--- src/rtl/serial_adder_if.sv ---
// Handshake and operand/result bundle for the bit-serial adder.
// With SERIAL_ADDER_SUB_EN defined, the bundle also carries the sub select.
interface serial_adder_if #(
  parameter int WIDTH = 8
);
  logic             start;
  logic [WIDTH-1:0] a;
  logic [WIDTH-1:0] b;
  logic             busy;
  logic             done;
  logic [WIDTH-1:0] s;
  logic             c;
`ifdef SERIAL_ADDER_SUB_EN
  logic             sub;

  modport master (output start, a, b, sub, input busy, done, s, c);
  modport slave  (input start, a, b, sub, output busy, done, s, c);
`else
  modport master (output start, a, b, input busy, done, s, c);
  modport slave  (input start, a, b, output busy, done, s, c);
`endif
endinterface

--- src/rtl/serial_adder.sv ---
// Bit-serial WIDTH-bit adder: one full-adder slice (two half-adders plus carry flop), LSB first.
// Optional SERIAL_ADDER_SUB_EN adds a sub input that computes a-b (c=1 means no borrow).
module serial_adder #(
  parameter int WIDTH = 8
) (
  input  logic           clk,
  input  logic           rst,
  serial_adder_if.slave  bus
);
  localparam int CW = (WIDTH > 2) ? $clog2(WIDTH) : 1;
  localparam logic [CW-1:0] LAST = CW'(WIDTH - 1);

  typedef enum logic [1:0] {IDLE, RUN, DONE} state_t;

  state_t           state_reg, state_next;
  logic [WIDTH-1:0] a_sr_reg, a_sr_next;
  logic [WIDTH-1:0] b_sr_reg, b_sr_next;
  logic [WIDTH-1:0] res_reg, res_next;
  logic             cy_reg, cy_next;
  logic [CW-1:0]    count_reg, count_next;
  logic [WIDTH-1:0] s_reg, s_next;
  logic             c_reg, c_next;

  logic [WIDTH-1:0] b_load;
  logic             cy_load;
  logic             hs1, hc1, hc2, sum_bit, carry_out;

`ifdef SERIAL_ADDER_SUB_EN
  // Two's-complement subtract: invert b and inject a carry-in of 1.
  assign b_load  = bus.sub ? ~bus.b : bus.b;
  assign cy_load = bus.sub;
`else
  assign b_load  = bus.b;
  assign cy_load = 1'b0;
`endif

  assign hs1       = a_sr_reg[0] ^ b_sr_reg[0];
  assign hc1       = a_sr_reg[0] & b_sr_reg[0];
  assign sum_bit   = hs1 ^ cy_reg;
  assign hc2       = hs1 & cy_reg;
  assign carry_out = hc1 | hc2;

  always_comb begin
    state_next = state_reg;
    a_sr_next  = a_sr_reg;
    b_sr_next  = b_sr_reg;
    res_next   = res_reg;
    cy_next    = cy_reg;
    count_next = count_reg;
    s_next     = s_reg;
    c_next     = c_reg;
    case (state_reg)
      IDLE, DONE: begin
        // DONE accepts start exactly like IDLE so back-to-back ops have no gap.
        if (bus.start) begin
          a_sr_next  = bus.a;
          b_sr_next  = b_load;
          res_next   = '0;
          cy_next    = cy_load;
          count_next = '0;
          state_next = RUN;
        end else begin
          state_next = IDLE;
        end
      end
      RUN: begin
        a_sr_next  = a_sr_reg >> 1;
        b_sr_next  = b_sr_reg >> 1;
        res_next   = {sum_bit, res_reg[WIDTH-1:1]};
        cy_next    = carry_out;
        count_next = count_reg + CW'(1);
        if (count_reg == LAST) begin
          s_next     = {sum_bit, res_reg[WIDTH-1:1]};
          c_next     = carry_out;
          state_next = DONE;
        end
      end
      default: state_next = IDLE;
    endcase
  end

  always_ff @(posedge clk) begin
    if (rst) begin
      state_reg <= IDLE;
      a_sr_reg  <= '0;
      b_sr_reg  <= '0;
      res_reg   <= '0;
      cy_reg    <= 1'b0;
      count_reg <= '0;
      s_reg     <= '0;
      c_reg     <= 1'b0;
    end else begin
      state_reg <= state_next;
      a_sr_reg  <= a_sr_next;
      b_sr_reg  <= b_sr_next;
      res_reg   <= res_next;
      cy_reg    <= cy_next;
      count_reg <= count_next;
      s_reg     <= s_next;
      c_reg     <= c_next;
    end
  end

  assign bus.busy = (state_reg == RUN);
  assign bus.done = (state_reg == DONE);
  assign bus.s    = s_reg;
  assign bus.c    = c_reg;
endmodule

--- src/flat_wrapper.sv ---
// flat-port wrapper written by rule: the top's interface ports become plain ports
module serial_adder_flat 
#(
  parameter int WIDTH = 8
)
  (clk, rst, bus_start, bus_a, bus_b, bus_busy, bus_done, bus_s, bus_c);
  serial_adder_if #(.WIDTH(WIDTH)) bus_i ();
  input  logic clk;
  input  logic rst;
  input wire logic [$bits(bus_i.start)-1:0] bus_start;
  input wire logic [$bits(bus_i.a)-1:0] bus_a;
  input wire logic [$bits(bus_i.b)-1:0] bus_b;
  output wire logic [$bits(bus_i.busy)-1:0] bus_busy;
  output wire logic [$bits(bus_i.done)-1:0] bus_done;
  output wire logic [$bits(bus_i.s)-1:0] bus_s;
  output wire logic [$bits(bus_i.c)-1:0] bus_c;
  assign bus_i.start = bus_start;
  assign bus_i.a = bus_a;
  assign bus_i.b = bus_b;
  assign bus_busy = bus_i.busy;
  assign bus_done = bus_i.done;
  assign bus_s = bus_i.s;
  assign bus_c = bus_i.c;
  serial_adder #(.WIDTH(WIDTH)) u_core (.clk(clk), .rst(rst), .bus(bus_i));
endmodule
--- config.mk ---
export PLATFORM = sky130hd
export DESIGN_NAME = serial_adder_flat
export DESIGN_NICKNAME = d
export VERILOG_FILES = /design/src/rtl/serial_adder_if.sv /design/src/rtl/serial_adder.sv /design/src/flat_wrapper.sv
export SDC_FILE = /design/constraint.sdc
export NUM_CORES = 1
export LEC_CHECK = 0
export CAP_MARGIN = 30
export CORE_AREA = 2 2 62 64
export DETAILED_ROUTE_END_ITERATION = 10
export DIE_AREA = 0 0 64 66
export MAX_ROUTING_LAYER = met4
export PLACE_DENSITY = 0.73
export RECOVER_POWER = 100
export REMOVE_ABC_BUFFERS = 1
export SYNTH_ARGS = -nofsm -noshare
export SYNTH_HDL_FRONTEND = slang
export SYNTH_SLANG_ARGS = --single-unit
--- constraint.sdc ---
create_clock -name clk -period 1.25 [get_ports clk]
set_input_delay 0.25 -clock clk [delete_from_list [all_inputs] [get_ports clk]]
set_output_delay 0.25 -clock clk [all_outputs]
set_load 0.005 [all_outputs]
== Word-level counts from Yosys, hierarchy flattened ==
Index checks and enable logic that the tools add are counted.
Word-level totals
  logic and storage cells: 37
  output and inout bits: 11
  register bits after elaboration: 39
Cells by class
  bitwise gates (word level): 5
  reduce and logical (&&, ||, !) cells: 5
  add/sub/neg operators: 1
  mux-type cells: 13
  eq/ne operators: 5
Operators by type and width (count)
  $pmux W8 S2: 3
  $mux W8: 3
  $pmux W3 S2: 1
  $pmux W2 S2: 1
  $reduce_and A2 Y1: 2
  $add A3 B1 Y3 const B: 1
  $eq A3 B3 Y1 const B: 1
  $mux W3: 1
  $and A1 B1 Y1: 2
  $eq A2 B1 Y1 const B: 1
  $eq A2 B2 Y1 const B: 1
  $logic_not A2 Y1: 1
  $mux W1: 2
  $mux W2: 1
  $ne A2 B1 Y1 const B: 1
  $ne A2 B2 Y1 const B: 1
  $pmux W1 S2: 1
  $reduce_bool A2 Y1: 1
  $reduce_or A2 Y1: 1
  $xor A1 B1 Y1: 2
  $or A1 B1 Y1: 1

== Depth between registers and ports, before layout ==
Gate-level depths: netlist of the first run.
  depth after elaboration: 4
  gate-level depth with buffers: 6
  mapped depth without buffers: 5

== Least setup slack after synthesis of the first run ==
Ideal clock, no wire load.
  kind: reg-to-reg
  start point: reg u_core.count_reg[0]
  end point: reg u_core.state_reg[0]
  arrival time: 1059 ps
  stages on the path, launching flop included: 6
  required time: 1122 ps
  path buffers: 1
  setup slack: 63 ps
  cells stage by stage: dfxtp_1 ha_1 ha_1 clkbuf_1 o21a_1 nor2_1
On the way
  word-level cells in the longest chain between the ends: 2
RTL lines
  start, declared: line serial_adder.sv:20  | logic [CW-1:0] count_reg, count_next;
  start signal, assigned: line serial_adder.sv:98  | count_reg <= count_next;
  $eq A3 B3 Y1: line serial_adder.sv:72  | if (count_reg == LAST) begin
  $ne A2 B1 Y1 (no source line)
  end signal, assigned: line serial_adder.sv:93  | state_reg <= state_next;
  end, declared: line serial_adder.sv:15  | state_t state_reg, state_next;
Every way passes these cells.
A chain may end at the register's enable or synchronous reset.

== Worst setup path in the final report of the first run ==
  start point: reg u_core.count_reg[0]
  end point: reg u_core.s_reg[2] (netlist: u_core.bus.s[2])
On the way
  word-level cells in the longest chain between the ends: 2
RTL lines
  $eq A3 B3 Y1: line serial_adder.sv:72
  $reduce_and A2 Y1 (no source line)
  end signal, assigned: line serial_adder.sv:99  | s_reg <= s_next;
  end, declared: line serial_adder.sv:21  | logic [WIDTH-1:0] s_reg, s_next;
Every way passes these cells.

==> metrics.yaml, run 1 <==
clk_pin_slew_ps: 100
initial_utilization: 0.447
p_total_w: 0.00225
max_slew.worst_pin.slew_ps: 271
ios: 30
nets: 245
leakage_nw: 0.817
cts-root-buf: "clkbuf_4"
grt_start_max_net_pins: 43
yosysUniqueCellTypes: 19
postLayoutCoreUtil: 0.613
grt_util_all_layers: 0.170
synth-seq-cells: 38
irDropWorstVdd_v: 0.000541
arrival_ps: 1510
fill_cells: 318
syn_inst: 189
dpl.hpwl_mm: 1.92
hold_viol_final: 0
grt_pass1_vias: 1210
rsz0062_at_grt: "true"
cp-start-kind: "register"
synthTopCellsByArea: "dfxtp_1 (48%), nand2_1 (12%), a21oi_1 (6.9%), nand3_1 (6.9%), a311oi_2 (5.7%)"
critPathBufInv: 2
drcViolationCount: 0
cts_tree: "built"
grt_pass1_wl_mm: 5.46
power_density_nw_per_um2: 1030
fin_cells: 271
drv_slew: 0
synth_top_area_frac: 0.479
maxCapViolCount: 0
synth-seq-area-share: 0.479
grt_overflow: 0
netlist_area_sq_um: 1590
criticalPathCategory: "register to register"
num_rows: 22
antenna_found_initial: 0
die_width_um: 64
vias: 1375
clkSinkCount: 38
htreeDepth: 2
drt-total-wl_mm: 3.27
die_area_sq_um: 4220
fin_crit_sh: 0.988
crit_path_frequent_cell: "ha_4"
cp_slowest_cell: "dfxtp_2"
fmax_ghz: 0.810
clk_path_buf_depth: 2
dp.cells: 259
status: "finished, final reports clean"
yosys_warnings: 0
syn_to_final_growth_pct: 36.9
layout_min_cycle_time_ps: 1240
drtIter0Drc: 37
ant_nets: 0
gp_congestion: 0.741
critPathRequiredTime_ps: 1520
numCtsBuffers: 5
avgSynthCellArea_sq_um: 8.41
antenna_cells: 0
io_buffers: 29
wl_per_cell_um: 12.1
multi_input_area_sq_um: 826
fp.dieH_um: 66
stdcell_area_sq_um: 2180
drive_gt1_frac: 0.269
seqCellArea_sq_um: 778
crit_chain: "ha_4 -> ha_4 -> nand3b_1 -> buf_6 -> buf_16 -> nand2_1 -> a21oi_2"
maxSlewHeadroom: 0.819
dpl_cell_area_sq_um: 1940
avgViaCountPerCell: 5.07
setup_viol: 0
path_max_fanout: 5
skew_ps: 5.53
core-area_sq_um: 3550
clk_latency_ps: 330
cpPeakStageDelay_ps: 350
cp_top_family: "flip-flops"
endpoint_kind: "register"
first_pass_iters: 4
holdBufCountCts: 0
hp-class: "register to register"
post-synth-top-area-cell: "dfxtp_1"
metal layers:
layer	track usage	wire, um	up-vias
met2	0.262	1550	39
met5	-	0	-
met1	0.213	1490	622
li1	-	-	710
met4	0.0489	35	0
met3	0.0562	192	4
where the power goes:
part           total [W]  internal, W  switching (W)
Combinational   0.000375     0.000186       0.000189
Sequential       0.00131      0.00127      0.0000378
Clock           0.000567     0.000212       0.000354
Total            0.00225      0.00167       0.000582
area by class of cell:
type / instances / share of cell area
clock buffer: 7 / 0.0207
inverter: 1 / 0.00173
sequential: 38 / 0.358
tap: 48 / 0.0276
timing repair buffer: 44 / 0.213
multi-input combinational: 133 / 0.380
logic make-up after synthesis:
group / synth area share
adder cells (fa/ha/maj): 0.0283
AO/OA/AOI/OAI: 0.175
AND/OR/NAND/NOR: 0.247
flip-flops: 0.479
buffers and inverters: 0.0709
metrics by stage:
step	worst slack (ps)	setup TNS, ps	hold WS (ps)
6_report	14.9	0	450
5_1_grt	-48.4	-409	449
4_1_cts	-2.26	-4.12	442
3_5_place_dp	-245	-3580	446
3_3_place_gp	-200	-2760	441
2_1_floorplan	-654	-19670	318
placed cells by master (no fill, tap or decap):
master,n
nand2_1,45
dfxtp_1,26
nand3_1,21
clkdlybuf4s50_1,18
a21oi_1,16
nor2_1,16
dfxtp_2,11
dlygate4sd2_1,9
a311oi_2,8
a311oi_1,6
a21oi_2,6
buf_4,6
clkbuf_4,5
nand2_2,3
buf_2,3
buf_6,3
nand2b_4,2
nor2b_4,2
ha_4,2
clkbuf_1,2
buf_16,2
buf_12,2
inv_2,1
nand3b_1,1
nand2_4,1
nand2b_1,1
o21a_1,1
nand3_2,1
fa_1,1
buf_8,1
dfxtp_4,1
worst min-delay path: stages, from the launching register on:
cell	delay (ps)
dfxtp_2	330
nand2_2	50
a21oi_2	40
cell usage after synthesis:
master,n
dfxtp_1,38
buf_6,3
nand3b_1,1
nor2b_1,2
nand2b_1,3
a311oi_2,6
nor2_1,16
clkbuf_1,3
nand3_1,22
a21oi_1,22
buf_4,4
a311oi_1,8
buf_1,1
buf_2,6
ha_1,2
inv_2,1
fa_1,1
o21a_1,1
nand2_1,49
path summary, 6_finish.rpt:
kind                            cells past startpoint               to  slack, ps                start
worst max-delay path                                7  u_core.bus.s[2]         10  u_core.count_reg[0]
worst min-delay path                                2  u_core.bus.s[3]        450      u_core.bus.s[3]
worst max register to register                      7  u_core.bus.s[2]         10  u_core.count_reg[0]
worst min register to register                      2  u_core.bus.s[3]        450      u_core.bus.s[3]
repair_timing:
action                     4_1_cts  5_1_grt
setup endpoints to repair       27       38
gates resized for setup         39       22
pin swaps                        4       10
gates cloned                     2        1
setup buffers                    2        1
Note: power is estimated with default switching activity, not from simulation.
==> run 2: changes to the inputs <==
CORE_AREA = 2 2 60 62   (was 2 2 62 64)
DIE_AREA = 0 0 62 64   (was 0 0 64 66)
PLACE_DENSITY = 0.75   (was 0.73)
clock period = 1.24 ns   (was 1.25 ns; I/O delays follow)
==> metrics.yaml, run 2 (synthesis gave the netlist of run 1 again) <==
die_area_sq_um: 3970
initial_utilization: 0.484
wl_met2_mm: 1.92
met3_length_um: 193
clk_pin_slew_ps: 110
cts-root-buf: "clkbuf_4"
num_rows: 21
grt_overflow: 0
critPathRequiredTime_ps: 1490
gp_congestion: 0.770
ant_nets: 0
cts_tree: "built"
drt-total-wl_mm: 3.74
drt-met1-wl_mm: 1.55
leakage_nw: 0.846
grt_pass1_wl_mm: 5.40
pre_cts_ws_ps: -296
layout_commonest_cell: "nand2_1"
io_buffers: 29
grt_util_all_layers: 0.188
stdcell_area_sq_um: 2250
violations: "negative setup slack"
drtIter0Drc: 87
numCtsBuffers: 5
maxCapViolCount: 0
grt_pass1_vias: 1297
endpoint_kind: "register"
power_frac_clock: 0.255
setup_slack_ps: -65.2
arrival_ps: 1560
p_comb_frac: 0.183
avgViaCountPerCell: 5.37
criticalPathCategory: "register to register"
htreeDepth: 2
p_int_w: 0.00171
ios: 30
cp_slowest_cell: "dfxtp_4"
cpPeakStageDelay_ps: 390
power_density_nw_per_um2: 1050
wl_per_cell_um: 14.0
rsz0062_at_grt: "true"
seqPwrFrac: 0.561
skew_ps: 7.96
status: "complete, but fails checks"
antenna_cells: 0
path_max_fanout: 7
switching_share: 0.278
dpl.hpwl_mm: 2.02
clk_latency_ps: 350
fp.dieH_um: 64
p_switching_w: 0.000659
drv_slew: 0
drcViolationCount: 0
setup_viol: 4
hold_depth: 3
vias: 1439
top_layer: "met4"
syn_to_final_growth_pct: 41.5
most-common-layout-cells: "nand2_1 (35), dfxtp_1 (26), nand3_1 (22), clkdlybuf4s50_1 (18), nor2_1 (16)"
fin_crit_sh: 1.05
die_width_um: 62
crit_chain: "buf_6 -> nand2b_4 -> clkbuf_16 -> nand2_2 -> a311oi_1"
antenna_found_initial: 0
postLayoutCoreUtil: 0.685
first_pass_iters: 4
hold_viol_final: 0
dpl_cell_area_sq_um: 1930
tns_ps: -95.8
grt_start_max_net_pins: 43
hp-class: "primary input to register"
nets: 244
fmax_ghz: 0.766
max_slew.worst_pin.slew_ps: 280
maxSlewHeadroom: 0.813
core-area_sq_um: 3280
p_total_w: 0.00237
drive_gt1_frac: 0.324
clkSinkCount: 38
cp-start-kind: "register"
irDropWorstVdd_v: 0.000771
holdBufCountCts: 0
clk_path_buf_depth: 2
ff2ff_path_depth: 5
layout_min_cycle_time_ps: 1310
run 2: cell types whose count changed in the layout (fill, tap and decap cells not counted), moves of 3 or more:
cell	delta
a311oi_2	+3
nand2_2	+3
nand2_4	+7
nand2_1	-10
a311oi_1	-3
run 2: final cells by class:
class	instances	area, sq um
fillers	261	1040
multi-input cells	133	900
flip-flops and latches	38	778
repair buffers	43	464
well taps	46	57.6
clock buffers	7	45.0
inverters	1	3.75
run 2: metal layers:
| layer | global-route usage | vias to the layer above |
|---|---|---|
| met5 | - | - |
| met4 | 0.0745 | 0 |
| met3 | 0.0749 | 10 |
| met2 | 0.292 | 44 |
| met1 | 0.211 | 674 |
| li1 | - | 711 |
run 2: repair_timing:
item / in CTS / in global routing
cloned: 2 / 1
endpoints found under the setup margin: 31 / 26
pin swaps: 3 / 23
gates resized for setup: 39 / 47
buffers inserted: 1 / 0
run 2: critical path: cells and delay by family (launching register included):
kind            cells  cell delay (ps)
buf+inv             2              300
flops               1              390
compound gates      1              280
simple gates        2              240
run 2: power groups by stage:
stage | clock network (W) | registers, W | logic [W]
detailed placement | 0 | 0.00134 | 0.000329
global route | 0.000672 | 0.00134 | 0.000465
floorplan | 0 | 0.00133 | 0.000170
finish | 0.000605 | 0.00133 | 0.000434
global placement | 0 | 0.00134 | 0.000317
CTS | 0.000605 | 0.00131 | 0.000363
run 2: stage by stage:
stage | std cells | hold slack [ps]
3_3_place_gp | 257 | 441
4_1_cts | 267 | 441
2_1_floorplan | 172 | 316
3_5_place_dp | 257 | 446
6_report | 268 | 443
5_1_grt | 268 | 459
run 2: worst paths after layout:
check / startpoint / end / slack [ps]
min reg2reg: u_core.bus.s[0] / u_core.bus.s[0] / 450
min: bus_b[7] / u_core.b_sr_reg[7] / 440
max reg2reg: u_core.state_reg[0] / u_core.b_sr_reg[3] / -70
max: u_core.state_reg[0] / u_core.b_sr_reg[3] / -70
